File: src/rtl/mont_pkg.sv
// Shared definitions for the bit-serial radix-2 Montgomery multiplier.
package mont_pkg;
  localparam int unsigned K_DEFAULT = 8;

  typedef enum logic [1:0] {
    IDLE   = 2'd0,
    LOOP   = 2'd1,
    REDUCE = 2'd2
  } state_t;

  // Iteration counter width; clamped to one bit so that K=1 still has a counter.
  function automatic int unsigned cnt_width(input int unsigned k);
    return (k > 1) ? $clog2(k) : 1;
  endfunction

  localparam int unsigned CNT_W_DEFAULT = cnt_width(K_DEFAULT);
endpackage

File: src/rtl/mont_mult_core_if.sv
// Start/done handshake between the modular-multiply sequencer and the Montgomery core.
interface mont_mult_core_if #(parameter int unsigned K = mont_pkg::K_DEFAULT);
  logic         start;
  logic [K-1:0] A;
  logic [K-1:0] B;
  logic [K-1:0] m;
  logic [K-1:0] P_out;
  logic         done;

  modport master (output start, A, B, m, input  P_out, done);
  modport slave  (input  start, A, B, m, output P_out, done);
endinterface

File: src/rtl/mont_step.sv
// One radix-2 Montgomery iteration: add the selected multiplicand, make even, halve.
module mont_step #(
  parameter int unsigned K = mont_pkg::K_DEFAULT
) (
  input  logic [K+1:0] acc,
  input  logic [K-1:0] br,
  input  logic [K-1:0] mr,
  input  logic         a_bit,
  output logic [K+1:0] acc_next
);
  logic [K+1:0] t;

  always_comb begin
    t = acc + (a_bit ? {2'b00, br} : '0);
    if (t[0]) t = t + {2'b00, mr};
    acc_next = {1'b0, t[K+1:1]};
  end
endmodule

File: src/rtl/mont_mult_core.sv
// Bit-serial Montgomery multiplier core: P_out = A*B*2^-K mod m, K+2 cycles per result.
module mont_mult_core
  import mont_pkg::*;
#(
  parameter int unsigned K = K_DEFAULT
) (
  input logic            clk,
  input logic            rst,
  mont_mult_core_if.slave bus
);
  localparam int unsigned CW = cnt_width(K);

  state_t        state;
  logic [K-1:0]  ar;
  logic [K-1:0]  br;
  logic [K-1:0]  mr;
  logic [K+1:0]  acc;
  logic [CW-1:0] cnt;
  logic [K+1:0]  acc_next;
  logic [K-1:0]  reduced;
  logic [K-1:0]  p_reg;
  logic          done_reg;

  mont_step #(.K(K)) u_step (
    .acc      (acc),
    .br       (br),
    .mr       (mr),
    .a_bit    (ar[cnt]),
    .acc_next (acc_next)
  );

  // acc < 2*mr after the loop, so a single conditional subtraction suffices.
  always_comb begin
    reduced = K'((acc >= {2'b00, mr}) ? acc - {2'b00, mr} : acc);
  end

  always_ff @(posedge clk or posedge rst) begin
    if (rst) begin
      state    <= IDLE;
      ar       <= '0;
      br       <= '0;
      mr       <= '0;
      acc      <= '0;
      cnt      <= '0;
      p_reg    <= '0;
      done_reg <= 1'b0;
    end else begin
      done_reg <= 1'b0;
      case (state)
        IDLE: begin
          if (bus.start) begin
            ar    <= bus.A;
            br    <= bus.B;
            mr    <= bus.m;
            acc   <= '0;
            cnt   <= '0;
            state <= LOOP;
          end
        end
        LOOP: begin
          acc <= acc_next;
          cnt <= cnt + 1'b1;
          if (cnt == CW'(K - 1)) state <= REDUCE;
        end
        REDUCE: begin
          p_reg    <= reduced;
          done_reg <= 1'b1;
          state    <= IDLE;
        end
        default: state <= IDLE;
      endcase
    end
  end

  assign bus.P_out = p_reg;
  assign bus.done  = done_reg;
endmodule
File: src/flat_wrapper.sv
// flat-port wrapper written by rule: the top's interface ports become plain ports
module mont_mult_core_flat import mont_pkg::*;
#(
  parameter int unsigned K = K_DEFAULT
)
  (clk, rst, bus_start, bus_A, bus_B, bus_m, bus_P_out, bus_done);
  mont_mult_core_if #(.K(K)) bus_i ();
  input logic clk;
  input logic rst;
  input wire logic [$bits(bus_i.start)-1:0] bus_start;
  input wire logic [$bits(bus_i.A)-1:0] bus_A;
  input wire logic [$bits(bus_i.B)-1:0] bus_B;
  input wire logic [$bits(bus_i.m)-1:0] bus_m;
  output wire logic [$bits(bus_i.P_out)-1:0] bus_P_out;
  output wire logic [$bits(bus_i.done)-1:0] bus_done;
  assign bus_i.start = bus_start;
  assign bus_i.A = bus_A;
  assign bus_i.B = bus_B;
  assign bus_i.m = bus_m;
  assign bus_P_out = bus_i.P_out;
  assign bus_done = bus_i.done;
  mont_mult_core #(.K(K)) u_core (.clk(clk), .rst(rst), .bus(bus_i));
endmodule
File: config.mk
export PLATFORM = sky130hd
export DESIGN_NAME = mont_mult_core_flat
export DESIGN_NICKNAME = d
export VERILOG_FILES = /design/src/rtl/mont_pkg.sv /design/src/rtl/mont_mult_core_if.sv /design/src/rtl/mont_step.sv /design/src/rtl/mont_mult_core.sv /design/src/flat_wrapper.sv
export SDC_FILE = /design/constraint.sdc
export NUM_CORES = 1
export LEC_CHECK = 0
export CORE_UTILIZATION = 60
export DETAILED_ROUTE_END_ITERATION = 7
export GPL_ROUTABILITY_DRIVEN = 0
export PLACE_DENSITY = 0.89
export SETUP_SLACK_MARGIN = 0.2
export SLEW_MARGIN = 5
export SYNTH_ARGS = -nofsm -noshare
export SYNTH_HDL_FRONTEND = slang
export SYNTH_SLANG_ARGS = --single-unit
File: constraint.sdc
create_clock -name clk -period 6.25 [get_ports clk]
set_input_delay 1.875 -clock clk [delete_from_list [all_inputs] [get_ports clk]]
set_output_delay 1.875 -clock clk [all_outputs]
set_load 0.005 [all_outputs]
# Word level (Yosys, flattened, before mapping)
# Cells that the tools add are included.
# totals
wordCells	37
out_inout_bits	9
in_bits	27
ff_bits	48
# op_classes
add_sub_neg	4
n_lt_le_gt_ge	2
reduce_logical	5
n_mux	13
eq_ne	5
# op_table
operator	n
10-bit by 8-bit adder with 10-bit output	2
10-bit two-way mux	2
10-bit one-hot mux with 2 select lines	1
8-bit two-way mux	2
10-bit by 8-bit greater-or-equal comparator with 1-bit output	1
8-bit subtractor	1
3-bit one-hot mux with 2 select lines	1
2-bit AND reduction	3
3-bit by 4-bit < comparator with 1-bit output, second input constant	1
2-bit two-way mux	2
2-bit one-hot mux with 2 select lines	1
3-bit by 1-bit adder with 3-bit output, second input constant	1
1-bit binary-select mux with 3-bit select	1
3-bit equality test, second input constant	1
3-bit two-way mux	1
2-bit by 1-bit equality test with 1-bit output, second input constant	1
2-bit equality test, second input constant	1
2-bit zero test	1
1-bit two-way mux	2
2-bit by 1-bit != test with 1-bit output, second input constant	1
2-bit != test, second input constant	1
2-bit nonzero test	1

# Logic depth before layout (Yosys ltp)
# Gate-level depths: netlist of the first run.
# depth
word_depth	7
ltp_mapped	18
ltp_nobuf	18

# By module
# A second synthesis of the first run with hierarchy kept.
# unflattened
hier_cells	337
hier_area_um2	3233.1
# modules_own_cells
mod	n_inst	cells_per_inst	area_each_um2	seq_area_each_um2
mont_mult_core	1	236	2412.3	1201.2
mont_step	1	101	820.8	0.0

# Worst setup path before layout of the first run
# OpenSTA, ideal clock, no wires.
# synth_path
path_type	register to register
startpoint	reg u_core.cnt[0]
endpoint	reg u_core.acc[8]
path_slack_ps	2453
stages_incl_launch_ff	18
t_required_ps	6121
arrival_time_ps	3668
synth_period_minus_slack_ps	3797
n_path_buf	0
setup_time_ps	129
cell_sequence	dfrtp_1 mux4_2 mux2i_2 nand2b_1 inv_1 ha_1 a211o_1 a21oi_1 o21ai_1 a21oi_1 xnor2_1 ha_1 and3_1 a21oi_1 o21ai_1 o2111a_1 xor2_1 o21ai_1
# synth_between
elab_chain_len	7
# synth_rtl
element	line_no	text
from (decl)	mont_mult_core.sv:18	logic [CW-1:0] cnt;
from (signal assigned)	mont_mult_core.sv:62	cnt <= cnt + 1'b1;
1-bit binary-select mux with 3-bit select *	mont_mult_core.sv:28	.a_bit (ar[cnt]),
1-bit two-way mux (implied by the code) *	mont_mult_core.sv:28	
8-bit two-way mux *	mont_step.sv:14	t = acc + (a_bit ? {2'b00, br} : '0);
10-bit by 8-bit adder with 10-bit output *	mont_step.sv:14	
10-bit by 8-bit adder with 10-bit output	mont_step.sv:15	if (t[0]) t = t + {2'b00, mr};
10-bit two-way mux *	mont_step.sv:15	
10-bit one-hot mux with 2 select lines *	mont_mult_core.sv:49	case (state)
to (signal assigned)	mont_mult_core.sv:61	acc <= acc_next;
to (decl)	mont_mult_core.sv:17	logic [K+1:0] acc;
# Every way passes the cells marked *; elsewhere a longest branch is shown, timed or not. The select of a mux whose other input is x is not followed.
# A chain may end at the register's enable or synchronous reset.

# Worst setup path after layout of the first run
# Same ends and word-level chain as after synthesis.

==> flow_summary.rst, run 1 <==
.. list-table::
   :header-rows: 1

   * - Metric
     - Value
   * - Status
     - finished, final reports clean
   * - Maximum operating frequency
     - 0.234 GHz
   * - Via count
     - 2443
   * - Flip-flop count of the largest register after layout
     - 9
   * - Number of pins exceeding their max-slew limit in the final report
     - 0
   * - Worst-case setup margin in the final layout
     - 1970 ps
   * - Netlist Area Pre-Place
     - 3030 sq um
   * - Number of warnings issued by yosys
     - 0
   * - Share of Yosys cell area claimed by the top area cell type
     - 38.8%
   * - Antenna violations before repair
     - 0
   * - Setup slack at placement
     - 2010 ps
   * - Top_reg_cell synth
     - sky130_fd_sc_hd__dfrtp_1
   * - Antenna-violating nets left
     - 0
   * - Vias per cell
     - 5.54
   * - Clock tree from TritonCTS
     - done
   * - Max-cap violations
     - 0
   * - Number of buffers inserted by hold repair at cts
     - 0
   * - Num Clock Sinks
     - 47
   * - Worst reg-to-reg path cell count
     - 17
   * - Final number of setup-violating endpoints
     - 0
   * - Data required time at the worst endpoint
     - 6420 ps
   * - Cells traversed along the worst timing path
     - mux4_2 > mux2i_2 > nand2b_1 > inv_1 > ha_1 > a211o_1 > a21oi_1 > o21ai_1 > a21oi_1 > xnor2_1 > ha_1 > and3_1 > a21oi_1 > o21ai_1 > o2111a_1 > xor2_1 > o21ai_1
   * - Number of search-and-repair iterations in the first detailed-routing pass
     - 4
   * - Post-CTS resize count
     - 0
   * - Largest register by flop count
     - u_core.acc
   * - Per-instance average area after synthesis
     - 8.82 sq um
   * - Synth Instances
     - 344
   * - Worst setup EP type
     - flop
   * - First-pass GRT wire length
     - 11.1 mm
   * - Cell type group with the largest total delay on the critical path
     - compound AO/OA/AOI/OAI gates
   * - Final instance area
     - 3530 sq um
   * - DRC violations left
     - 0
   * - Largest net degree at the start of global routing
     - 48
   * - Final total negative setup slack
     - 0 ps
   * - Die Area
     - 5350 sq um
   * - Most area-consuming cells after synthesis
     - sky130_fd_sc_hd__dfrtp_1, sky130_fd_sc_hd__ha_1, sky130_fd_sc_hd__nand2_1
   * - Worst-skew pair later-pin latency
     - 300 ps
   * - Total detailed-routing wirelength
     - 6.22 mm
   * - Height of the die
     - 73.1 um
   * - RR Startpoint
     - u_core.cnt[0]
   * - Number of top-level pins
     - 36
   * - Number of DRC markers after the initial detailed-route iteration
     - 147
   * - Final HPWL DP
     - 4.56 mm
   * - Leading area contributor after synthesis
     - sky130_fd_sc_hd__dfrtp_1
   * - Relative slew slack
     - 28.2%
   * - Clock Root Buffer
     - sky130_fd_sc_hd__clkbuf_8
   * - Mean routed wirelength per cell
     - 14.1 um
   * - Total number of cells along the worst setup path
     - 17
   * - Kind of launch point of the worst setup path
     - flop
   * - Measured slew at the worst slew-check pin
     - 1080 ps
   * - Area growth, synth to finish
     - 16.2%
   * - Maximum buffer depth of the clock tree
     - 2
   * - Worst hold path cell count
     - 2
   * - Critical Setup Path Class
     - flop to flop
   * - Share of the core filled with cells
     - 73.7%
   * - Chip width
     - 73.1 um
   * - Number of synthesized register bits
     - 47
   * - Dpl cell area
     - 3420 sq um
   * - Setup repair after global routing missed its margin
     - false
   * - Proportion of synthesized chip area in sequential cells
     - 38.8%
   * - CP Max Fanout
     - 8
   * - Final nets
     - 430
   * - Launching element of the worst setup path
     - u_core.cnt[0]
   * - Total routing resource utilization after global routing
     - 27.1%
   * - Final period util
     - 68.4%
   * - Number of I/O port buffers
     - 35
   * - Count of cell types in the netlist
     - 41
   * - Post-CTS Setup Repair Bufs
     - 0
   * - CP Buf/Inv Count
     - 1
   * - Most repeated cell in the gate-level netlist after synthesis
     - sky130_fd_sc_hd__nand2_1
   * - Path type of the worst min-delay path
     - flop to flop
   * - Highest cell delay on the worst timing path
     - 540 ps
   * - Final critical path time including I/O delays and setup
     - 4280 ps
   * - Via count of the first global-routing pass
     - 2470
   * - Total congestion overflow after global routing
     - 0
   * - Level count of the clock H-tree
     - 2
   * - Core area
     - 4790 sq um
   * - Critical-path top delay cell
     - sky130_fd_sc_hd__mux4_2
   * - Std-Cell Rows
     - 25
   * - Layout Skew
     - 5.97 ps
   * - Final-layout fill cell count
     - 374
   * - Starting Density
     - 63.4%
   * - Net Count, Synth
     - 400
   * - Post-synth EDFFs
     - 0
   * - Clock slew at reported path FFs
     - 90 ps
   * - Layout cells sized above 1
     - 3.74%
   * - Worst endpoint data arrival time
     - 4440 ps
   * - Number of antenna diodes
     - 0
   * - Top post-synthesis cells by count
     - sky130_fd_sc_hd__nand2_1, sky130_fd_sc_hd__dfrtp_1, sky130_fd_sc_hd__o21ai_0
   * - Count of final hold-check violations
     - 0
   * - Start point of the worst hold path
     - u_core.br[0]
   * - Number of clock buffers inserted by TritonCTS
     - 5
   * - Proportion of register bits with asynchronous set or reset after synthesis
     - 100%
## cells in the final DEF (no fill, tap or decap), drive strengths merged, types with 3 or more instances in the layout
cell            n
a21o            6
a21oi          18
and2            3
and3            3
clkbuf          5
clkdlybuf4s50  35
dfrtp          47
fa              3
ha             26
inv            15
mux2i           9
nand2          78
nand2b          7
nand3          15
nor2           10
nor2b          13
nor3            3
o21a            3
o21ai          34
xnor2          13
xor2            5
## cell type report
class	instances	area [sq um]	area share [%]
clock buffer	5	68.8	1.95
inverter	15	56.3	1.60
sequential	47	1180	33.4
multi-input combinational	270	1750	49.7
tap	67	83.8	2.38
timing repair buffer	35	350	9.94
clock inverter	2	37.5	1.06
## cells by family (layout without fill, tap and decap cells)
family                     count (synthesis)  after routing  share of synthesized area (%)
AOI/OAI and AO/OA                         75             75                           14.9
buffers and inverters                     27             57                           3.46
xor gates and xnor gates                  18             18                           5.20
and+or+nand+nor                          137            137                           20.4
adders and majority gates                 29             29                           12.7
DFF                                       47             47                           38.8
muxes                                     11             11                           4.58
## tightest hold or removal path: stages (launching register included)
cell and delay [ps]:
sky130_fd_sc_hd__dfrtp_1 340, sky130_fd_sc_hd__nand2_1 50, sky130_fd_sc_hd__nand2_1 50
## path summary, 6_finish.rpt
check                      slack [ps]             endpoint
setup / recovery                 1970        u_core.acc[8]
setup reg to reg                 1970        u_core.acc[8]
max in group asynchronous        3560      u_core.bus.done
min in group asynchronous        2110  u_core.bus.P_out[1]
hold / removal                    470         u_core.br[0]
hold reg to reg                   470         u_core.br[0]
## metal layers
metal  part of all wire [%]  vias up  track usage, %  wire length (um)
met1                     45     1140            34.3              2810
met3                    4.3        8            4.42               269
met2                     49       54            47.7              3070
met5                      0        -               0                 0
met4                    1.2        0            7.19                72
li1                       -     1241               -                 -
## through the flow
stage	cells	hold slack (ps)
floorplan	344	438
global route	441	506
CTS	441	477
detailed placement	434	455
finish	441	474
global placement	434	453
Power of run 1 is not shown: default switching activity piles up to over one toggle a cycle in this logic, so the estimate is an artifact.
==> inputs of run 2 (changes only) <==
--- a/config.mk
+++ b/config.mk
@@ -5,10 +5,10 @@
 export SDC_FILE = /design/constraint.sdc
 export NUM_CORES = 1
 export LEC_CHECK = 0
-export CORE_UTILIZATION = 60
+export CORE_UTILIZATION = 51
 export DETAILED_ROUTE_END_ITERATION = 7
 export GPL_ROUTABILITY_DRIVEN = 0
-export PLACE_DENSITY = 0.89
+export PLACE_DENSITY = 0.81
 export SETUP_SLACK_MARGIN = 0.2
 export SLEW_MARGIN = 5
 export SYNTH_ARGS = -nofsm -noshare
==> constraint.sdc (replaced) <==
create_clock -name clk -period 3.92 [get_ports clk]
set_input_delay 1.176 -clock clk [delete_from_list [all_inputs] [get_ports clk]]
set_output_delay 1.176 -clock clk [all_outputs]
set_load 0.005 [all_outputs]
==> flow_summary.rst, run 2 (synthesized netlist as in run 1, its figures left out) <==
.. list-table::
   :header-rows: 1

   * - Metric
     - Value
   * - Number of DRC markers after the initial detailed-route iteration
     - 167 (was 147)
   * - Final Hold Slack
     - 473 ps (was 474 ps)
   * - Final-layout fill cell count
     - 473 (was 374)
   * - Dpl cell area
     - 3480 sq um (was 3420 sq um)
   * - Worst-skew pair later-pin latency
     - 290 ps (was 300 ps)
   * - Total detailed-routing wirelength
     - 6.72 mm (was 6.22 mm)
   * - Kind of launch point of the worst setup path
     - flop (unchanged)
   * - Total routing resource utilization after global routing
     - 22.8% (was 27.1%)
   * - Via count
     - 2560 (was 2443)
   * - Number of top-level pins
     - 36 (unchanged)
   * - Storage element area
     - 1180 sq um (about the same)
   * - Worst reg-to-reg path cell count
     - 17 (unchanged)
   * - Largest net degree at the start of global routing
     - 48 (unchanged)
   * - Layout cells sized above 1
     - 13.3% (was 3.74%)
   * - Antenna violations before repair
     - 0 (unchanged)
   * - Clock slew at reported path FFs
     - 80 ps (was 90 ps)
   * - Max-cap violations
     - 0 (unchanged)
   * - Via count of the first global-routing pass
     - 2540 (was 2470)
   * - Crit Reg-Reg Endpoint
     - u_core.acc[8] (unchanged)
   * - Flip-flop count of the largest register after layout
     - 9 (unchanged)
   * - Final period util
     - 96.5% (was 68.4%)
   * - Level count of the clock H-tree
     - 2 (unchanged)
   * - Final instance area
     - 3770 sq um (was 3530 sq um)
   * - Worst endpoint data arrival time
     - 3930 ps (was 4440 ps)
   * - Worst-case setup margin in the final layout
     - 139 ps (was 1970 ps)
   * - Num Clock Sinks
     - 47 (unchanged)
   * - Number of pins exceeding their max-slew limit in the final report
     - 0 (unchanged)
   * - Number of clock buffers inserted by TritonCTS
     - 5 (unchanged)
   * - Clock tree from TritonCTS
     - done (unchanged)
   * - Mean routed wirelength per cell
     - 14.5 um (was 14.1 um)
   * - Placed Cells incl. Taps
     - 444 (was 434)
   * - Setup repair after global routing missed its margin
     - true (was false)
   * - Final critical path time including I/O delays and setup
     - 3780 ps (was 4280 ps)
   * - Start point of the worst hold path
     - u_core.br[3] (was u_core.br[0])
   * - Maximum buffer depth of the clock tree
     - 2 (unchanged)
   * - First-pass GRT wire length
     - 11.2 mm (was 11.1 mm)
   * - Path type of the worst min-delay path
     - flop to flop (unchanged)
   * - Die Area
     - 6260 sq um (was 5350 sq um)
   * - Starting Density
     - 54.1% (was 63.4%)
   * - Final std cells w/o fill
     - 464 (was 441)
   * - Number of search-and-repair iterations in the first detailed-routing pass
     - 5 (was 4)
   * - Maximum operating frequency
     - 0.264 GHz (was 0.234 GHz)
   * - Total congestion overflow after global routing
     - 0 (unchanged)
   * - WHS Endpoint
     - u_core.br[3] (was u_core.br[0])
   * - Vias per cell
     - 5.52 (was 5.54)
   * - Final HPWL DP
     - 4.75 mm (was 4.56 mm)
   * - Measured slew at the worst slew-check pin
     - 965 ps (was 1080 ps)
   * - Count of final hold-check violations
     - 0 (unchanged)
   * - Relative slew slack
     - 35.6% (was 28.2%)
   * - Worst setup EP type
     - flop (unchanged)
   * - Critical Setup Path Class
     - flop to flop (unchanged)
   * - Register-to-register setup slack
     - 140 ps (was 1970 ps)
   * - Status
     - finished, final reports clean (unchanged)
   * - Final number of setup-violating endpoints
     - 0 (unchanged)
   * - DRC violations left
     - 0 (unchanged)
   * - Number of I/O port buffers
     - 35 (unchanged)
   * - Multi-input gate area in the final layout
     - 1880 sq um (was 1750 sq um)
   * - RR Startpoint
     - u_core.cnt[0] (unchanged)
   * - Chip width
     - 79.1 um (was 73.1 um)
   * - Largest register by flop count
     - u_core.acc (unchanged)
   * - Most frequent cells in the layout
     - sky130_fd_sc_hd__nand2_1, sky130_fd_sc_hd__dfrtp_1, sky130_fd_sc_hd__clkdlybuf4s50_1 (unchanged)
   * - Height of the die
     - 79.1 um (was 73.1 um)
   * - Antenna-violating nets left
     - 0 (unchanged)
   * - CP Max Fanout
     - 4 (was 8)
   * - Std-Cell Rows
     - 27 (was 25)
   * - Number of antenna diodes
     - 0 (unchanged)
   * - Number of buffers inserted by hold repair at cts
     - 0 (unchanged)
   * - Core area
     - 5610 sq um (was 4790 sq um)
   * - Clock Root Buffer
     - sky130_fd_sc_hd__clkbuf_8 (unchanged)
   * - Data required time at the worst endpoint
     - 4070 ps (was 6420 ps)
   * - Layout Skew
     - 4.50 ps (was 5.97 ps)
   * - Worst hold path cell count
     - 2 (unchanged)
   * - Area growth, synth to finish
     - 24.4% (was 16.2%)
   * - Final nets
     - 449 (was 430)
   * - Commonest non-fill, non-tap cell in the layout
     - sky130_fd_sc_hd__nand2_1 (unchanged)
   * - Setup slack at placement
     - -22.0 ps (was 2010 ps)
[run 2: changes by cell type in the layout (fill, tap and decap cells not counted), sizes merged]
cell      previous run  this run
clkbuf               5         6
bufinv               1         0
clkinvlp             1         0
buf                  0        19
[run 2: how the worst max path moves through the flow]
| stage | start | to | slack, ps | cells past startpoint |
|---|---|---|---|---|
| 3_3_place_gp | u_core.cnt[0] | u_core.acc[8] | 160 | 17 |
| 6_report | u_core.cnt[0] | u_core.acc[8] | 140 | 17 |
| 4_1_cts | u_core.cnt[0] | u_core.acc[8] | 150 | 17 |
| 3_5_place_dp | u_core.cnt[0] | u_core.acc[8] | -20 | 17 |
| 5_1_grt | u_core.cnt[0] | u_core.acc[8] | -20 | 17 |
| 2_1_floorplan | u_core.cnt[0] | u_core.acc[8] | 210 | 17 |
[run 2: area by class of cell]
type	instances	area share, %
multi-input combinational	270	49.7
sequential	47	31.2
timing repair buffer	54	13.3
tap	72	2.39
clock buffer	6	1.92
inverter	15	1.49
[run 2: what timing repair did]
item,CTS,global route
setup endpoints to repair,4,5
resized for setup,4,21
pin swaps,6,17
buffers inserted,5,9
[run 2: through the flow]
step,setup TNS [ps],util [%]
floorplan,0,-
global placement,0,62.1
detailed placement,-22.0,62.1
CTS,0,64.5
global route,-16.7,67.3
finish,0,67.3
[run 2: worst max-delay path, stage by stage, from the launching register on]
cell	delay [ps]
sky130_fd_sc_hd__dfrtp_2	420
sky130_fd_sc_hd__mux4_2	550
sky130_fd_sc_hd__mux2i_4	210
sky130_fd_sc_hd__nand2b_4	180
sky130_fd_sc_hd__inv_2	40
sky130_fd_sc_hd__ha_4	210
sky130_fd_sc_hd__a211o_1	320
sky130_fd_sc_hd__a21oi_2	180
sky130_fd_sc_hd__o21ai_2	80
sky130_fd_sc_hd__a21oi_2	180
sky130_fd_sc_hd__xnor2_2	140
sky130_fd_sc_hd__ha_1	280
sky130_fd_sc_hd__and3_1	180
sky130_fd_sc_hd__a21oi_1	100
sky130_fd_sc_hd__o21ai_1	70
sky130_fd_sc_hd__o2111a_1	250
sky130_fd_sc_hd__xor2_1	170
sky130_fd_sc_hd__o21ai_1	80
[run 2: routing by layer]
metal | GRT usage, % | vias to the layer above | share of wire (%)
li1 | - | 1272 | -
met1 | 28.4 | 1206 | 43
met2 | 40.1 | 74 | 51
met3 | 3.68 | 8 | 4.7
met4 | 7.27 | 0 | 1.4
met5 | 0 | - | 0
Power of run 2 is left out for the same reason.
==> inputs of run 3 (changes only) <==
--- a/config.mk
+++ b/config.mk
@@ -14,3 +14,4 @@
 export SYNTH_ARGS = -nofsm -noshare
 export SYNTH_HDL_FRONTEND = slang
 export SYNTH_SLANG_ARGS = --single-unit
+export TNS_END_PERCENT = 1
==> flow_summary.rst, run 3 (synthesized netlist as in run 1, its figures left out) <==
.. list-table::
   :header-rows: 1

   * - Metric
     - Value
   * - Final-layout fill cell count
     - 486 (was 473)
   * - Clock slew at reported path FFs
     - 80 ps (about the same)
   * - Core area
     - 5610 sq um (unchanged)
   * - Setup repair after global routing missed its margin
     - true (unchanged)
   * - Status
     - finished, final reports clean (unchanged)
   * - Number of clock buffers inserted by TritonCTS
     - 5 (unchanged)
   * - Dpl cell area
     - 3480 sq um (unchanged)
   * - DR WL met3
     - 261 um (was 318 um)
   * - Data required time at the worst endpoint
     - 4070 ps (about the same)
   * - Final total negative setup slack
     - 0 ps (unchanged)
   * - Routed length on met2
     - 3.18 mm (was 3.40 mm)
   * - Number of I/O port buffers
     - 35 (unchanged)
   * - Measured slew at the worst slew-check pin
     - 969 ps (was 965 ps)
   * - Critical Setup Path Class
     - flop to flop (unchanged)
   * - Worst-skew pair later-pin latency
     - 290 ps (about the same)
   * - Final nets
     - 446 (was 449)
   * - Path type of the worst min-delay path
     - flop to flop (unchanged)
   * - Setup slack at placement
     - -22.0 ps (unchanged)
   * - Level count of the clock H-tree
     - 2 (unchanged)
   * - CP Max Fanout
     - 4 (unchanged)
   * - Final HPWL DP
     - 4.75 mm (unchanged)
   * - Clock tree from TritonCTS
     - done (unchanged)
   * - Storage element area
     - 1180 sq um (unchanged)
   * - Height of the die
     - 79.1 um (unchanged)
   * - Count of final hold-check violations
     - 0 (unchanged)
   * - Std-Cell Rows
     - 27 (unchanged)
   * - Layout Skew
     - 4.68 ps (was 4.50 ps)
   * - Final critical path time including I/O delays and setup
     - 3790 ps (was 3780 ps)
   * - Relative slew slack
     - 35.3% (was 35.6%)
   * - Worst-case setup margin in the final layout
     - 125 ps (was 139 ps)
   * - Met1 Routed Length
     - 2.93 mm (was 2.91 mm)
   * - Maximum buffer depth of the clock tree
     - 2 (unchanged)
   * - Mean routed wirelength per cell
     - 14.1 um (was 14.5 um)
   * - Antenna-violating nets left
     - 0 (unchanged)
   * - Number of buffers inserted by hold repair at cts
     - 0 (unchanged)
   * - Kind of launch point of the worst setup path
     - flop (unchanged)
   * - Number of top-level pins
     - 36 (unchanged)
   * - Area growth, synth to finish
     - 21.9% (was 24.4%)
   * - Starting Density
     - 54.1% (unchanged)
   * - Number of antenna diodes
     - 0 (unchanged)
   * - Worst endpoint data arrival time
     - 3940 ps (was 3930 ps)
   * - Maximum operating frequency
     - 0.264 GHz (about the same)
   * - Final instance area
     - 3700 sq um (was 3770 sq um)
   * - Largest register by flop count
     - u_core.acc (unchanged)
   * - Via count
     - 2556 (was 2560)
   * - Multi-input gate area in the final layout
     - 1820 sq um (was 1880 sq um)
   * - Chip width
     - 79.1 um (unchanged)
   * - Die Area
     - 6260 sq um (unchanged)
   * - Number of pins exceeding their max-slew limit in the final report
     - 0 (unchanged)
   * - Final number of setup-violating endpoints
     - 0 (unchanged)
   * - Largest net degree at the start of global routing
     - 48 (unchanged)
   * - Number of search-and-repair iterations in the first detailed-routing pass
     - 4 (was 5)
   * - Num Clock Sinks
     - 47 (unchanged)
   * - Vias per cell
     - 5.54 (was 5.52)
   * - Antenna violations before repair
     - 0 (unchanged)
   * - Total detailed-routing wirelength
     - 6.49 mm (was 6.72 mm)
   * - Number of DRC markers after the initial detailed-route iteration
     - 101 (was 167)
   * - Placed Cells incl. Taps
     - 444 (unchanged)
   * - Final std cells w/o fill
     - 461 (was 464)
   * - DRC violations left
     - 0 (unchanged)
   * - Clock Root Buffer
     - sky130_fd_sc_hd__clkbuf_8 (unchanged)
   * - Most frequent cells in the layout
     - sky130_fd_sc_hd__nand2_1, sky130_fd_sc_hd__dfrtp_1, sky130_fd_sc_hd__clkdlybuf4s50_1 (unchanged)
   * - Total congestion overflow after global routing
     - 0 (unchanged)
   * - Flip-flop count of the largest register after layout
     - 9 (unchanged)
   * - Final period util
     - 96.8% (was 96.5%)
   * - Total routing resource utilization after global routing
     - 22.8% (about the same)
   * - First-pass GRT wire length
     - 11.2 mm (about the same)
   * - Worst setup EP type
     - flop (unchanged)
   * - Layout cells sized above 1
     - 11.1% (was 13.3%)
   * - Via count of the first global-routing pass
     - 2541 (was 2540)
   * - Max-cap violations
     - 0 (unchanged)
   * - Commonest non-fill, non-tap cell in the layout
     - sky130_fd_sc_hd__nand2_1 (unchanged)
   * - Top routing layer used
     - met4 (unchanged)
run 3: critical path, stage by stage, from the launching register on:
cell and delay (ps):
sky130_fd_sc_hd__dfrtp_2 420, sky130_fd_sc_hd__mux4_2 550, sky130_fd_sc_hd__mux2i_4 210, sky130_fd_sc_hd__nand2b_4 180
sky130_fd_sc_hd__inv_2 40, sky130_fd_sc_hd__ha_4 210, sky130_fd_sc_hd__a211o_1 320, sky130_fd_sc_hd__a21oi_2 180
sky130_fd_sc_hd__o21ai_2 80, sky130_fd_sc_hd__a21oi_2 190, sky130_fd_sc_hd__xnor2_2 140, sky130_fd_sc_hd__ha_1 270
sky130_fd_sc_hd__and3_1 170, sky130_fd_sc_hd__a21oi_1 100, sky130_fd_sc_hd__o21ai_1 70, sky130_fd_sc_hd__o2111a_1 250
sky130_fd_sc_hd__xor2_1 170, sky130_fd_sc_hd__o21ai_1 80
run 3: path summary, 6_finish.rpt:
check,startpoint,end,slack (ps),cells past startpoint
setup / recovery,u_core.cnt[0],u_core.acc[8],130,17
hold reg to reg,u_core.br[3],u_core.br[3],470,2
hold / removal,u_core.br[3],u_core.br[3],470,2
setup reg to reg,u_core.cnt[0],u_core.acc[8],130,17
max in group asynchronous,rst,u_core.cnt[0],1840,2
min in group asynchronous,rst,u_core.br[6],1420,2
run 3: cell type report:
cell class              count  area share, %
inverters                  15           1.52
flip-flops and latches     47           31.8
multi-input cells         270           49.3
well taps                  72           2.44
repair buffers             51           12.9
clock buffers               6           1.96
run 3: timing repair:
action,in CTS,in global routing
resized for setup,3,13
setup endpoints to repair,4,5
pin swaps,6,13
setup buffers,5,6
gates cloned,0,0
hold endpoints to repair,0,0
run 3: metrics by stage:
stage	hold slack [ps]	utilization, %
2_1_floorplan	438	-
3_3_place_gp	452	62.1
3_5_place_dp	457	62.1
4_1_cts	477	64.4
5_1_grt	506	66.0
6_report	473	66.0
run 3: routing by layer:
metal  vias to the layer above  GRT usage (%)
met5                         -              0
met4                         0           7.27
met3                        12           3.68
met2                        64           40.1
met1                      1212           28.4
li1                       1268              -
Power of run 3 is left out for the same reason.
